<file path="config.mk">
export PLATFORM = sky130hd
export DESIGN_NAME = gate_state_stepper
export DESIGN_NICKNAME = d
export VERILOG_FILES = /design/src/rtl/sync_model_pkg.sv /design/src/rtl/hazard_checker.sv /design/src/rtl/gate_state_stepper.sv
export SDC_FILE = /design/constraint.sdc
export NUM_CORES = 1
export LEC_CHECK = 0
export ABC_CLOCK_PERIOD_IN_PS = 2100
export CORE_ASPECT_RATIO = 1.1
export CORE_MARGIN = 10
export CORE_UTILIZATION = 43
export CTS_CLUSTER_SIZE = 24
export DETAILED_ROUTE_END_ITERATION = 10
export GPL_TIMING_DRIVEN = 0
export PLACE_DENSITY = 0.73
export SYNTH_ARGS = -nofsm -noshare
export SYNTH_HDL_FRONTEND = slang
export SYNTH_SLANG_ARGS = --single-unit
</file>
<file path="constraint.sdc">
create_clock -name clk -period 2.1 [get_ports clk]
set_input_delay 0.42 -clock clk [delete_from_list [all_inputs] [get_ports clk]]
set_output_delay 0.42 -clock clk [all_outputs]
set_load 0.02 [all_outputs]
</file>
<file path="src/rtl/sync_model_pkg.sv">
// rtl/sync_model_pkg.sv - shared FSM type and index helpers for synchronous stepping stages
package sync_model_pkg;

  localparam int unsigned MAX_GATES = 256;

  typedef enum logic [1:0] {
    RUN    = 2'd0,
    CHECK  = 2'd1,
    HAZARD = 2'd2
  } fsm_t;

  // Indices at or beyond n map to an all-zero vector, so an out-of-range
  // selector can never address a gate.
  function automatic logic [MAX_GATES-1:0] onehot(input int unsigned idx, input int unsigned n);
    logic [MAX_GATES-1:0] v;
    v = '0;
    if (idx < n && idx < MAX_GATES) v = MAX_GATES'(1) << idx;
    return v;
  endfunction

  function automatic int unsigned lowest_set(input logic [MAX_GATES-1:0] vec);
    int unsigned r;
    r = 0;
    for (int i = MAX_GATES - 1; i >= 0; i--) begin
      if (vec[i]) r = i;
    end
    return r;
  endfunction

endpackage

</file>
<file path="src/rtl/hazard_checker.sv">
// rtl/hazard_checker.sv - flags gates that lost excitation without firing
module hazard_checker
  import sync_model_pkg::*;
#(
  parameter int unsigned N_GATES = 8,
  parameter int unsigned SEL_W   = $clog2(N_GATES)
) (
  input  logic [N_GATES-1:0] excited_q,
  input  logic [N_GATES-1:0] excited,
  output logic               hazard_hit,
  output logic [SEL_W-1:0]   hazard_idx
);

  logic [N_GATES-1:0] disabled_vec;

  always_comb begin
    disabled_vec = excited_q & ~excited;
    hazard_hit   = |disabled_vec;
    hazard_idx   = SEL_W'(lowest_set(MAX_GATES'(disabled_vec)));
  end

endmodule

</file>
<file path="src/rtl/gate_state_stepper.sv">
// rtl/gate_state_stepper.sv - fires one excited gate per accepted step and checks semimodularity
module gate_state_stepper
  import sync_model_pkg::*;
#(
  parameter int unsigned               N_GATES = 8,
  parameter logic [N_GATES-1:0]        INIT    = '0,
  parameter int unsigned               CNT_W   = 16,
  parameter int unsigned               SEL_W   = $clog2(N_GATES)
) (
  input  logic               clk,
  input  logic               reset,
  input  logic [N_GATES-1:0] next_val,
  output logic [N_GATES-1:0] state,
  output logic [N_GATES-1:0] excited,
  input  logic               step_valid,
  input  logic [SEL_W-1:0]   step_sel,
  output logic               step_ready,
  output logic [N_GATES-1:0] fire,
  output logic               reject,
  output logic               hazard,
  output logic [SEL_W-1:0]   hazard_idx,
  output logic               quiescent,
  output logic [CNT_W-1:0]   step_count
);

  typedef logic [N_GATES-1:0] gate_vec_t;

  fsm_t             fsm_q, fsm_d;
  gate_vec_t        state_q, state_d;
  gate_vec_t        excited_q, excited_d;
  gate_vec_t        fire_q, fire_d;
  logic             reject_q, reject_d;
  logic             hazard_q, hazard_d;
  logic [SEL_W-1:0] hazard_idx_q, hazard_idx_d;
  logic [CNT_W-1:0] count_q, count_d;

  gate_vec_t        sel_oh;
  logic             legal;
  logic             hazard_hit;
  logic [SEL_W-1:0] hit_idx;

  hazard_checker #(
    .N_GATES (N_GATES),
    .SEL_W   (SEL_W)
  ) u_hazard_checker (
    .excited_q  (excited_q),
    .excited    (excited),
    .hazard_hit (hazard_hit),
    .hazard_idx (hit_idx)
  );

  assign excited    = state_q ^ next_val;
  assign state      = state_q;
  assign fire       = fire_q;
  assign reject     = reject_q;
  assign hazard     = hazard_q;
  assign hazard_idx = hazard_idx_q;
  assign step_count = count_q;
  assign step_ready = (fsm_q == RUN) && !reset;
  assign quiescent  = (fsm_q == RUN) && (excited == '0);

  // Out-of-range selectors give an empty one-hot, so legality is a single AND.
  assign sel_oh = gate_vec_t'(onehot(32'(step_sel), N_GATES));
  assign legal  = |(excited & sel_oh);

  always_comb begin
    fsm_d        = fsm_q;
    state_d      = state_q;
    excited_d    = excited_q;
    fire_d       = '0;
    reject_d     = 1'b0;
    hazard_d     = hazard_q;
    hazard_idx_d = hazard_idx_q;
    count_d      = count_q;
    case (fsm_q)
      RUN: begin
        if (step_valid) begin
          if (legal) begin
            state_d   = state_q ^ sel_oh;
            fire_d    = sel_oh;
            excited_d = excited & ~sel_oh;
            count_d   = (&count_q) ? count_q : count_q + 1'b1;
            fsm_d     = CHECK;
          end else begin
            reject_d = 1'b1;
          end
        end
      end
      CHECK: begin
        if (hazard_hit) begin
          hazard_d     = 1'b1;
          hazard_idx_d = hit_idx;
          fsm_d        = HAZARD;
        end else begin
          fsm_d = RUN;
        end
      end
      HAZARD:  fsm_d = HAZARD;
      default: fsm_d = RUN;
    endcase
  end

  always_ff @(posedge clk) begin
    if (reset) begin
      fsm_q        <= RUN;
      state_q      <= INIT;
      excited_q    <= '0;
      fire_q       <= '0;
      reject_q     <= 1'b0;
      hazard_q     <= 1'b0;
      hazard_idx_q <= '0;
      count_q      <= '0;
    end else begin
      fsm_q        <= fsm_d;
      state_q      <= state_d;
      excited_q    <= excited_d;
      fire_q       <= fire_d;
      reject_q     <= reject_d;
      hazard_q     <= hazard_d;
      hazard_idx_q <= hazard_idx_d;
      count_q      <= count_d;
    end
  end

endmodule
</file>
==> results of run 1 <==
-- worst min-delay path: stages (launching register included) --
cell,delay [ns]
sky130_fd_sc_hd__dfxtp_1,0.32
sky130_fd_sc_hd__inv_1,0.05
sky130_fd_sc_hd__a21oi_1,0.05
-- power groups by stage --
stage	registers, mW	logic (mW)	clock network [mW]
after detailed placement	0.952	0.305	0
after global placement	0.951	0.303	0
after CTS	0.933	0.386	0.610
after global routing	0.938	0.441	0.651
after floorplan	0.963	0.162	0
final	0.935	0.417	0.616
-- worst min-delay path by stage --
stage	end	slack, ns	startpoint	cells after the start
after floorplan	excited_q[2]	0.44	excited_q[2]	2
after global placement	hazard	0.44	hazard	2
after detailed placement	hazard	0.44	hazard	2
after CTS	hazard	0.46	hazard	2
after global routing	excited_q[0]	0.49	excited_q[0]	2
final	hazard	0.46	hazard	2
-- sequential cells by signal, indices dropped and copies added, names as in the netlist --
register    flops
reject          1
state           8
hazard_idx      3
step_count     16
hazard          1
fire            8
excited_q       8
fsm_q           2
-- per-stage QoR --
step	hold WS [ns]	TNS, ns	power, mW	worst slack (ns)
2_1_floorplan	0.4442	0	1.125	0.03838
3_3_place_gp	0.4362	-32.22	1.254	-0.8694
3_5_place_dp	0.4442	-33.94	1.257	-0.9546
4_1_cts	0.4567	-0.1151	1.930	-0.1151
5_1_grt	0.4945	-0.02831	2.030	-0.02831
6_report	0.4593	0	1.969	0.04489
-- area by class of cell --
cell class / instances / area share
Buffer: 12 / 0.02978
Clock buffer: 8 / 0.02836
Inverter: 18 / 0.01914
Multi-Input combinational cell: 188 / 0.3903
Sequential cell: 47 / 0.2676
Tap cell: 58 / 0.02056
Timing Repair Buffer: 96 / 0.2442
-- kinds of logic (layout without fill, tap and decap cells) --
kind of cell	after synthesis	after routing	synth area share
flip-flops	47	47	0.4192
adder cells (fa/ha/maj)	1	1	0.005573
buffers and inverters	32	134	0.06020
AND/OR/NAND/NOR	102	102	0.2637
XOR/XNOR	8	8	0.03122
AO/OA/AOI/OAI	77	77	0.2202
-- per-layer routing --
metal  track usage  part of all wire
met1        0.2108              0.40
met2        0.3002              0.49
met3       0.05156             0.084
met4       0.06334             0.022
met5             0                 0
-- cells in the final DEF, fill, tap and decap left out, types with 4 or more instances in the layout --
cell	synthesis	final
sky130_fd_sc_hd__dfxtp_1	47	44
sky130_fd_sc_hd__clkdlybuf4s50_1	0	40
sky130_fd_sc_hd__buf_4	0	39
sky130_fd_sc_hd__a21oi_1	32	29
sky130_fd_sc_hd__nand2_1	19	19
sky130_fd_sc_hd__or3_1	18	17
sky130_fd_sc_hd__inv_1	17	15
sky130_fd_sc_hd__nand4_1	14	14
sky130_fd_sc_hd__o21ai_0	13	13
sky130_fd_sc_hd__nor2_1	10	9
sky130_fd_sc_hd__nand3_1	8	8
sky130_fd_sc_hd__o31ai_1	8	8
sky130_fd_sc_hd__dlygate4sd2_1	0	8
sky130_fd_sc_hd__clkbuf_8	0	7
sky130_fd_sc_hd__dlymetal6s2s_1	0	7
sky130_fd_sc_hd__or4_1	9	6
sky130_fd_sc_hd__xnor2_2	0	5
sky130_fd_sc_hd__buf_6	1	5
sky130_fd_sc_hd__a22oi_1	5	5
sky130_fd_sc_hd__o21ai_1	5	5
sky130_fd_sc_hd__o22ai_4	0	4
sky130_fd_sc_hd__clkbuf_1	7	4
-- repair_timing --
item                                    4_1_cts  5_1_grt
gates cloned                                  1        0
setup buffers                                24       11
resized for setup                            66       28
endpoints found under the setup margin       52       47
pin swaps                                    14       16
==> flow_results.org, run 1 <==
** Power and ir drop
- The share of total power dissipated in the clock network is 0.313.
- Of the total power, registers draw 0.475.
- For this design the static power due to leakage is 1.299 nW.
- For this design the ratio of total power to cell area is 557.8 nW/um2.
- The worst-case IR drop observed on VDD is 0.0003010 V.
- Gate power share :: 0.212
- Switching power of the nets :: 0.5592 mW
- Cell-internal power :: 1.409 mW
- Switching share of power :: 0.2840

** Routing
- After detailed routing, the number of vias per cell comes to 5.909.
- DR vias :: 2523
- Average wire per cell in the routed design :: 18.57 um
- Detailed Route Iter0 Violations :: 160
- The first detailed-routing pass took 5 iterations.
- For this run, design rule violations remaining after detail routing come to 0.
- The detail route stage leaves a number of antenna-violating nets equal to 0.
- Routed Wire Length :: 7929 um

** Place
- In this run the cell area measured after placement is 2920 um2.
- Port Buf Inserts :: 60
- At the end of routability-driven placement, the weighted congestion stood at 0.8570.
- Summed over all nets, the half-perimeter wirelength after detailed placement is 5044 um.
- Once placement completed, the tool counted placed cells totaling 385.

** Final layout
- Once layout is complete, the cells apart from fillers number 427.
- Post-Route Utilization :: 0.7012
- The final layout contains 383 nets.
- The multi-input combinational cells in the finished layout cover a total of 1378 um2.
- Antenna cell count :: 0
- The filler cells instantiated in the layout total 385.
- Share of final-layout standard cells stronger than drive strength 1 :: 0.2520
- Compared with the post-synthesis result, the final layout area differs by 57.25%.
- After routing the design area is 3530 um2.
- The sequential cells in the finished layout cover a total of 944.7 um2.

** Synthesis
- Most common cell in the synthesized netlist :: sky130_fd_sc_hd__dfxtp_1
- In this run the mean area of a mapped cell was 8.407 um2.
- By area the synthesized netlist is led by sky130_fd_sc_hd__dfxtp_1, sky130_fd_sc_hd__a21oi_1, sky130_fd_sc_hd__or3_1, sky130_fd_sc_hd__nand4_1, sky130_fd_sc_hd__nand2_1.
- Sequential share of the synthesized area :: 0.4192
- The number of nets in the synthesized netlist is 282.
- The synthesized netlist contains 42 unique library cells.
- Most used flip-flop cell after synthesis :: sky130_fd_sc_hd__dfxtp_1
- Counting flops and latches in the post-synthesis netlist gives 47.
- After technology mapping, the gate count stands at 267.
- Library cell occupying the most area in the post-synthesis netlist :: sky130_fd_sc_hd__dfxtp_1
- The synthesized netlist occupies a cell area of 2245 um2.
- Yosys mapped a number of flops with a built-in enable equal to 0.
- Synth warnings :: 0
- Most used standard cells in the synthesized netlist :: sky130_fd_sc_hd__dfxtp_1, sky130_fd_sc_hd__a21oi_1, sky130_fd_sc_hd__nand2_1
- Async SR Flop Fraction :: 0
- Area share of the largest cell type after synthesis :: 0.4192

** Global route
- The initial antenna violation count was 0.
- Summed over all layers, the global routing overflow is 0.
- Entering global routing, the biggest net connects 14 pins.
- Wire length of the first global-routing pass :: 12040 um
- Total routing usage reported by global routing :: 0.1783
- The number of global-route vias before repair came to 2356.

** Setup path
- The slowest stage of the critical path belongs to the cell sky130_fd_sc_hd__or4_1.
- Total number of cells along the worst setup path :: 7
- R2R depth :: 7
- The worst register-to-register path ends at state[0].
- Data on the critical path arrives at its endpoint at 2.28 ns.
- Origin of the worst setup path :: step_valid
- Path type of the worst setup path :: in -> reg
- Data on the critical path is required at its endpoint by 2.33 ns.
- The cell family contributing the most delay on the critical path is buffers and inverters.
- Critical Path, Cell by Cell :: clkdlybuf4s50_1, nor3b_4, buf_6, o41ai_4, buf_4, or4_1, a21oi_1
- Reg-to-reg slack, setup :: 0.07 ns
- Endpoint of the most critical setup path :: step_count[10]
- Critical path buffer and inverter count :: 3
- CP endpoint kind :: flop
- Max Fanout on Critical Path :: 10
- The worst register-to-register path begins at state[3].
- Startpoint class of the critical path :: input pin
- Delay contributed by the slowest stage of the critical path :: 0.50 ns

** STA
- Fin. max-slew vios :: 0
- Rel. slew slack :: 0.6040
- Timing would allow up to 486.6 MHz.
- Final Hold Vio Count :: 0
- Dividing the final minimum period by the clock period gives 0.9786.
- Setup violations remaining at the end of the flow were counted as 0.
- Max Clock Skew :: 0.006875 ns
- Slew at the pin closest to its max-slew limit :: 0.5941 ns
- Minimum clock period :: 2.055 ns

** Die
- Total core area :: 5034 um2
- Area enclosed by the die boundary :: 8513 um2
- Starting utilization of the core area :: 0.4459
- In this run the horizontal extent of the chip is 88.89 um.
- The die is 95.78 um tall.
- The floorplan has 27 rows.
- During I/O placement, the number of pins put on the boundary was 61.

** Clocking
- The root buffer cell chosen for the clock tree is sky130_fd_sc_hd__clkbuf_8.
- For this design, the CTS-stage hold fixing added 0 buffers.
- Clock latency at the later pin of the worst-skew pair :: 0.31 ns
- H-Tree Level Count :: 2
- The clock drives 47 sinks.
- Clock tree synthesis inserted a total of 5 buffers.
- TritonCTS built the clock tree.
- After clock tree synthesis, the clock-pin slew on the worst setup and hold paths is 0.09 ns.
- The clock passes through at most 2 buffers.

** Run
- Number of max-capacitance violations reported :: 0

** Worst hold path
- In this run the worst hold path is classified as reg -> reg.

** Run status
- The run finished with clean final reports.
No activity file was read; power rests on OpenSTA's default activity.
==> inputs of run 2 (changes only) <==
- PLACE_DENSITY: 0.73 -> 0.82
==> flow_results.org, run 2 (same netlist as run 1, synthesis figures left out) <==
** STA
- Slew at the pin closest to its max-slew limit :: 0.5899 ns
- Final Hold Vio Count :: 0
- Setup violations remaining at the end of the flow were counted as 0.
- Minimum clock period :: 2.060 ns
- The final-report max-slew violation count came to 0.
- Once routing completed, OpenROAD measured the worst setup slack at 0.04033 ns.
- Final clock period utilization by the worst path :: 0.9808
- For this run, the top clock speed supported by timing is 485.5 MHz.
- Rel. slew slack :: 0.6067
- Between clock sinks in the finished design, the worst skew comes to 0.008168 ns.

** Power and ir drop
- Total power of the final layout :: 2.040 mW
- VDD IR max :: 0.0002747 V
- Power per Cell Area :: 596.1 nW/um2
- In this run the static leakage power is 1.208 nW.

** Place
- Before CTS, the worst setup slack after placement is -0.9316 ns.
- The wire-length estimate of the detail-placed layout is 4857 um.
- Port Buf Inserts :: 60
- Weighted congestion at the end of routability-driven global placement :: 0.8900

** Clocking
- H-Tree Level Count :: 2
- The cell sitting at the root of the clock tree is a sky130_fd_sc_hd__clkbuf_8.
- TritonCTS built the clock tree.
- Post-CTS Hold Fix Bufs :: 0
- Clock latency at the later pin of the worst-skew pair :: 0.31 ns
- Number of buffers on the longest clock path :: 2
- Clock transition at path regs :: 0.08 ns
- TritonCTS Buffers :: 5
- The clock net in this run drives a total of 47 sinks.

** Routing
- After detailed routing, the number of vias per cell comes to 6.015.
- The first TritonRoute pass finished after 4 iterations.
- DR vias :: 2484
- Once detail routing completed, the nets flagged for antenna violations numbered 0.
- Detailed Route Iter0 Violations :: 296
- Average wire per cell in the routed design :: 18.77 um
- Drc violations :: 0
- The final layout contains routed wiring with a total length of 7754 um.

** Die
- The initialized floorplan defines 27 standard-cell rows.
- Starting utilization of the core area :: 0.4459
- The die is 95.78 um tall.
- Width of the chip :: 88.89 um
- The floorplan step defined a die boundary enclosing 8513 um2.
- Total core area :: 5034 um2
- In this run the count of I/O pins placed on the die edge is 61.

** Setup path
- On the worst path, the slowest cell contributes a delay of 0.63 ns.
- By startpoint and endpoint, the worst setup path is classified as in -> out.
- CP endpoint kind :: primary output
- Endpoint of the most critical setup path :: excited[2]
- Max stage delay cell, worst path :: sky130_fd_sc_hd__clkdlybuf4s50_1
- Required time reported for the critical path endpoint :: 1.68 ns
- The worst register-to-register path has a depth of 8.
- The endpoint identified for the worst register-to-register timing path is step_count[9].
- For the worst setup path, the data arrival time is 1.64 ns.
- Startpoint class of the critical path :: input pin
- Reg-to-reg slack, setup :: 0.07 ns
- Origin of the worst setup path :: next_val[2]
- Along the worst path, the maximum fanout reaches 3.
- Critical Path, Cell by Cell :: dlygate4sd2_1, xnor2_4, inv_1, clkdlybuf4s50_1
- Reg-to-reg startpoint :: state[3]

** Final layout
- Number of nets in the final layout :: 369
- The library cell used most frequently in the layout, excluding fill and tap cells, is sky130_fd_sc_hd__clkdlybuf4s50_1.
- Number of flip-flops in the largest register :: 16
- In the layout the commonest cells are sky130_fd_sc_hd__clkdlybuf4s50_1, sky130_fd_sc_hd__dfxtp_1, sky130_fd_sc_hd__a21oi_1, sky130_fd_sc_hd__buf_4, sky130_fd_sc_hd__nand2_1.
- After filler insertion, the fill cell instance count of the layout stands at 373.
- The repair_antennas step left the layout with diodes totalling 0.
- Relative to the synthesized area, the layout overhead comes to 52.45%.
- Of the cells placed in the final design, the portion with a size suffix greater than 1 is 0.2169.

** Worst hold path
- HP Class :: reg -> reg
- In this run the most critical hold path is launched from hazard.

** Run
- Number of max-capacitance violations reported :: 0

** Run status
- The run finished with clean final reports.

** Global route
- Vias in the first global route :: 2417
- The initial antenna violation count is 0.
- Total routing usage reported by global routing :: 0.1727
- Wire length of the first global-routing pass :: 11780 um
- Largest net degree at the start of global routing :: 15
- Aggregate global routing overflow :: 0
[run 2: cell types whose count changed in the layout (fill, tap and decap cells not counted), moves of 2 or more]
cell	previous run	this run
sky130_fd_sc_hd__buf_4	39	26
sky130_fd_sc_hd__a21oi_1	29	31
sky130_fd_sc_hd__inv_1	15	17
sky130_fd_sc_hd__dlymetal6s2s_1	7	3
sky130_fd_sc_hd__inv_2	3	1
sky130_fd_sc_hd__clkdlybuf4s50_1	40	43
sky130_fd_sc_hd__dfxtp_1	44	42
sky130_fd_sc_hd__a21oi_2	3	1
[run 2: how the worst min path moves through the flow]
stage / endpoint / slack, ns / depth (start not counted)
4_1_cts: hazard / 0.45 / 2
3_3_place_gp: hazard / 0.43 / 2
3_5_place_dp: hazard / 0.44 / 2
5_1_grt: excited_q[1] / 0.50 / 2
6_report: hazard / 0.45 / 2
2_1_floorplan: excited_q[2] / 0.44 / 2
[run 2: metrics by stage]
stage | instance area, um2 | cells | TNS (ns) | utilization | hold WS, ns
final | 3422 | 413 | 0 | 0.6798 | 0.4476
after global routing | 3422 | 413 | -0.05520 | 0.6798 | 0.4992
after CTS | 3337 | 408 | -0.4691 | 0.6629 | 0.4496
after detailed placement | 2920 | 385 | -33.88 | 0.5802 | 0.4378
after global placement | 2920 | 385 | -31.29 | 0.5802 | 0.4338
after floorplan | 2247 | 267 | 0 | - | 0.4442
[run 2: critical path, delay by kind of cell]
family	cells	cell delay, ns
xor gates and xnor gates	1	0.16
buffers and inverters	3	1.06
[run 2: cell type report]
class                           count  area [um2]  area share
Buffer                             11       86.33     0.02523
Inverter                           18       67.56     0.01974
Clock buffer                        6       82.58     0.02413
Clock inverter                      2       35.03     0.01024
Sequential cell                    47       949.7      0.2775
Timing Repair Buffer               83       759.5      0.2219
Multi-Input combinational cell    188        1369      0.4000
Tap cell                           58       72.57     0.02121
[run 2: metal layers]
layer  wire length [um]  track usage  vias up
met5                  0            0        -
met4                240      0.08491        0
met3                650      0.05748       20
met2               3816       0.2886      110
met1               3046       0.1927     1193
li1                   -            -     1161
[run 2: repair_timing]
item | in CTS | in global routing
buffers inserted | 17 | 6
endpoints found under the setup margin | 52 | 43
gates resized for setup | 61 | 28
hold endpoints to repair | 0 | 0
pin swaps | 13 | 11
[run 2: where the power goes]
part / leakage (nW) / internal (mW) / switching, mW
clock network: 0.0612 / 0.385 / 0.314
logic: 0.764 / 0.181 / 0.225
registers: 0.383 / 0.913 / 0.0217
total: 1.21 / 1.48 / 0.561
==> edit 1 (settings of run 1) <==
`CNT_W`: 16 -> 24.
--- a/src/rtl/gate_state_stepper.sv
+++ b/src/rtl/gate_state_stepper.sv
@@ -4,7 +4,7 @@
 #(
   parameter int unsigned               N_GATES = 8,
   parameter logic [N_GATES-1:0]        INIT    = '0,
-  parameter int unsigned               CNT_W   = 16,
+  parameter int unsigned               CNT_W   = 24,
   parameter int unsigned               SEL_W   = $clog2(N_GATES)
 ) (
   input  logic               clk,
Ports: changed (resized step_count); port bits go from 61 to 69. No check against the original RTL was run, so the function may have changed too.
==> edit 1 against run 1 <==
  * The run now ends with negative setup slack left
  * Area after synthesis up 22%
  * Global-route usage down 0.65 points
  * Sequential cell count up 8
  * Final area up 20%
  * Synthesized cell count up 21%
  * Routed wire length up 17%
  * Fmax down 2.9%
  * Largest power group unchanged
  * Worst setup slack worse by 0.061 ns
  * Sequential power up 16%
  * Total power up 12%
  * Via count up 15%
==> edit 1: results (changes against run 1) <==
Critical path
  • Crit path buf inv count: 2 (-1)
  • Critical Path Fanout Max: 7 (-3)
  • Delay-heaviest family, CP: simple AND/OR/NAND/NOR gates
  • Critical-path top delay cell: or4_4
  • Worst EP arrival: 2.32 ns (+0.04 ns)

Logic synthesis
  • Syn Nets: 338 (+20%)
  • Sequential element share of the synthesized area: 40.1% (-1.8 points)
  • Top cells by area, synth: dfxtp_1 40%, a21oi_1 5.5%, nand2_1 3.6%

Routing
  • TritonRoute pass-1 iters: 4 (-1)

Global route
  • Global Route Usage Sum: 17.2% (-0.65 points)
  • First-pass GRT wire length: 14100 um (+17%)
  • Largest net degree at the start of global routing: 16 (+2)
  • Vias in the first global route: 2779 (+18%)

Power
  • Peak VDD IR: 0.298 mV (-0.93%)

STA
  • Slew Limit Headroom: 59.4% (-1.0 points)
  • Setup violators final: 4 (+4)
  • Worst Skew: 0.00673 ns (-0.000141 ns)
  • Setup WS post-layout: -0.0166 ns (-0.0615 ns)

Run status
  • Status: finished with violations
  • Violated checks: negative setup slack

Finish
  • Share of layout cells above drive strength 1: 27.8% (+2.6 points)
  • Max reg flops: 24 (+8)
  • NumNets Final: 445 (+16%)

Placed design
  • Post-DP HPWL: 6050 um (+20%)
  • RePlAce Congestion: 0.909 (+6.0%)
[edit 1: cell count changes in the layout (fill, tap and decap cells not counted), sizes merged, moves of 6 or more]
cell and change:
nor2 +16, clkdlybuf4s50 +9, mux2 +12, nor2b +12, dfxtp +8, nand3b +8
nand2 +7, nor3 +6, or3 -8
[edit 1: cell type report]
cell class                      instances  area share, %
Tap cell                               80           2.36
Multi-Input combinational cell        235           41.9
Sequential cell                        55           26.9
Inverter                               15           1.32
Timing Repair Buffer                  102           22.1
Clock buffer                            8           2.36
Buffer                                 16           3.09
[edit 1: where the power goes]
part           switching, uW  internal, uW  total, uW
clock                    341           302        643
combinational            264           212        476
sequential              21.6          1060       1080
[edit 1: final timing paths]
check / from / endpoint / slack [ns]
max: step_count[10]$_SDFFE_PP0P_ / step_count[21]$_SDFFE_PP0P_ / -0.02
min: hazard$_SDFFE_PP0P_ / hazard$_SDFFE_PP0P_ / 0.46
max reg2reg: step_count[10]$_SDFFE_PP0P_ / step_count[21]$_SDFFE_PP0P_ / -0.02
min reg2reg: hazard$_SDFFE_PP0P_ / hazard$_SDFFE_PP0P_ / 0.46
[edit 1: logic make-up (layout without fill, tap and decap cells)]
kind of cell / after synthesis / after routing / share of synthesized area (%)
compound gates: 68 / 68 / 15.7
xor+xnor: 8 / 8 / 2.83
fa+ha+maj: 1 / 1 / 0.456
buf+inv: 33 / 141 / 5.52
flops: 55 / 55 / 40.1
mux: 12 / 12 / 4.93
simple gates: 146 / 146 / 30.4
[edit 1: timing repair]
action | 4_1_cts | 5_1_grt
setup endpoints to repair | 60 | 46
pin swaps | 13 | 20
gates resized for setup | 78 | 34
buffers inserted | 17 | 17
[edit 1: stage by stage]
step                hold slack [ns]  cell area, sq um  setup WS, ns  std cells
floorplan                     0.445              2760      0.000576        323
global placement              0.440              3540        -0.868        471
detailed placement            0.447              3540        -0.894        471
CTS                           0.461              4030       -0.0456        494
global route                  0.498              4250       -0.0873        511
finish                        0.456              4250       -0.0166        511
[edit 1: per-layer routing]
| metal | wire (um) | vias to the layer above | share of wire, % | global-route usage, % |
|---|---|---|---|---|
| met1 | 3620 | 1382 | 39 | 19.9 |
| met5 | 0 | - | 0 | 0 |
| met4 | 192 | 0 | 2.1 | 4.96 |
| met2 | 4780 | 102 | 51 | 29.2 |
| li1 | - | 1389 | - | - |
| met3 | 716 | 19 | 7.7 | 5.13 |
[edit 1: worst reg2reg max path: cells and delay by family (launching register included)]
kind | cells | cell delay, ns
mux | 1 | 0.30
simple gates | 3 | 0.82
flops | 1 | 0.38
compound gates | 1 | 0.20
buf+inv | 2 | 0.31
==> edit 2 (settings of run 1) <==
Made on the original files. The 3 states of `fsm_t` get a one-hot encoding in 3 bits.
--- a/src/rtl/sync_model_pkg.sv
+++ b/src/rtl/sync_model_pkg.sv
@@ -3,10 +3,10 @@
 
   localparam int unsigned MAX_GATES = 256;
 
-  typedef enum logic [1:0] {
-    RUN    = 2'd0,
-    CHECK  = 2'd1,
-    HAZARD = 2'd2
+  typedef enum logic [2:0] {
+    RUN    = 3'b001,
+    CHECK  = 3'b010,
+    HAZARD = 3'b100
   } fsm_t;
 
   // Indices at or beyond n map to an all-zero vector, so an out-of-range
Behaviour: same outputs for any inputs over 10 cycles, from zero or initial values and one cycle with reset high; not proved beyond that.
==> edit 2 against run 1 <==
  * Die area up 5.7%
  * Area after synthesis up 7.2%
  * First-iteration DRC count rose by 40%
  * Utilization decreased by 3.7 points
  * Combinational power increased by 6.5%
  * Synthesized cell count is 2.2% higher
  * Routed wire length down 0.15%
  * Sequential cell count increased by 1
  * Sequential share of layout area rose by 0.19 points
  * Critical endpoint is now excited[2]
  * Total power increased by 0.19%
  * Worst setup slack got worse by 0.0083 ns
  * Final area is 1.5% higher
==> edit 2: results (changes against run 1) <==
Routing
  • Met3 wire len: 610 um (-8.8%)
  • WL met1: 3370 um (+5.6%)
  • Routed WL: 7920 um (-0.15%)
  • TritonRoute pass-1 iters: 5 (unchanged)
  • Wire length on met2: 3770 um (-3.0%)
  • Total number of vias: 2563 (+1.6%)
  • Top Metal Used: met4
  • DRT iter0 DRCs: 224 (+40%)

CTS
  • Num CTS Buffers: 5 (unchanged)
  • Clk buf depth: 2 (unchanged)
  • H-tree depth: 2 (unchanged)
  • Clk slew on worst S/H paths: 0.09 ns (about the same)
  • Later-pin clock latency in the skew report: 0.30 ns

Global route
  • Largest net degree at the start of global routing: 14 (unchanged)
  • Global Route Usage Sum: 16.9% (-0.92 points)
  • First-pass GRT wire length: 12600 um (+4.9%)
  • Vias in the first global route: 2473 (+5.0%)
  • Initial antenna violation count: 0 (unchanged)

Critical path
  • Worst EP arrival: 1.64 ns (-0.64 ns)
  • Critical Path Fanout Max: 5 (-5)
  • Reg2reg path depth: 6 (-1)

Logic synthesis
  • Top cells by area, synth: dfxtp_1 40%, a21oi_1 6.9%, or3_1 3.9%
  • Syn Nets: 288 (+2.1%)
  • Post-synthesis compound-gate area fraction: 20.6% (-1.4 points)
  • Top cells by count, synth: 48 x dfxtp_1, 33 x a21oi_1, 21 x nand2_1, 18 x nor2_1, 15 x or3_1
  • Post-Synth Adder-Cell Area: 0.520% (-0.038 points)
  • Sequential element share of the synthesized area: 39.9% (-2.0 points)
  • Mux share of post-synthesis cell area: 0.416% (+0.42 points)
  • Share of flip-flops with an asynchronous set or reset: 0% (unchanged)
  • Xor/xnor share of the synthesized area: 4.63% (+1.5 points)
  • Count of cell types in the netlist: 51 (+21%)

Finish
  • NumNets Final: 384 (+0.26%)
  • Share of layout cells above drive strength 1: 21.4% (-3.9 points)

Hold path
  • Worst hold-check path type: input port to flop
  • Min-Delay Path Depth: 2 (unchanged)

Placed design
  • RePlAce Congestion: 0.855 (-0.22%)
  • Post-DP HPWL: 5100 um (+1.1%)
  • Port buffer count: 59 (-1.7%)

Power
  • Sw Ratio: 28.7% (+0.30 points)
  • Peak VDD IR: 0.298 mV (-1.1%)
  • Static Leak: 0.00126 uW (-2.7%)

Run status
  • Status: finished, final reports clean

STA
  • Worst Skew: 0.00452 ns (-0.00236 ns)
  • Measured slew at the worst slew-check pin: 0.626 ns (+0.0322 ns)
-- edit 2: power by group through the flow --
| stage | clock, uW | sequential, uW | combinational [uW] |
|---|---|---|---|
| 4_1_cts | 583 | 949 | 420 |
| 6_report | 577 | 951 | 444 |
| 3_3_place_gp | 0 | 968 | 327 |
| 3_5_place_dp | 0 | 969 | 329 |
| 2_1_floorplan | 0 | 977 | 191 |
| 5_1_grt | 622 | 954 | 470 |
-- edit 2: cell families after synthesis --
group,after synthesis
AND/OR/NAND/NOR,111
AO/OA/AOI/OAI,75
flip-flops,48
buffers and inverters,29
XOR/XNOR,8
multiplexers,1
adder cells (fa/ha/maj),1
-- edit 2: stage by stage --
| stage | instance area, sq um | instances | total power (uW) | utilization, % | setup slack (ns) |
|---|---|---|---|---|---|
| floorplan | 2410 | 273 | 1170 | - | 0.0267 |
| global placement | 3090 | 407 | 1300 | 57.3 | -0.766 |
| detailed placement | 3090 | 407 | 1300 | 57.3 | -0.775 |
| CTS | 3510 | 438 | 1950 | 65.1 | 0.00134 |
| global route | 3580 | 445 | 2050 | 66.4 | -0.00769 |
| finish | 3580 | 445 | 1970 | 66.4 | 0.0366 |
-- edit 2: area by class of cell --
class	instances	area (sq um)
Sequential cell	48	966
Tap cell	75	93.8
Clock buffer	8	90.1
Fill cell	471	1810
Inverter	14	52.6
Buffer	15	161
Multi-Input combinational cell	198	1430
Timing Repair Buffer	87	786
-- edit 2: final timing paths --
check	startpoint	endpoint	slack (ns)
worst max-delay path	state[2]$_SDFFE_PP0P_	excited[2]	0.04
worst min-delay path	reset	fsm_q[2]$_SDFFE_PP0P_	0.35
worst max register to register	fsm_q[0]$_SDFFE_PP1P_	step_count[10]$_SDFFE_PP0P_	0.10
worst min register to register	fsm_q[0]$_SDFFE_PP1P_	fsm_q[2]$_SDFFE_PP0P_	0.46
-- edit 2: timing repair --
action                                  CTS  global route
gates cloned                              4             0
endpoints found under the setup margin   54            23
pin swaps                                 8            10
gates resized for setup                  49            17
setup buffers                            19             8
hold buffers                              0             0
-- edit 2: metal layers --
layer	GRT usage, %	vias up
li1	-	1214
met1	20.5	1222
met2	28.1	112
met3	4.63	15
met4	5.79	0
met5	0	-
-- edit 2: worst max-delay path, cell delays in order (launching register included) --
cell and delay [ns]:
dfxtp_1 0.49, xnor2_4 0.16, inv_1 0.09, clkdlybuf4s50_1 0.61
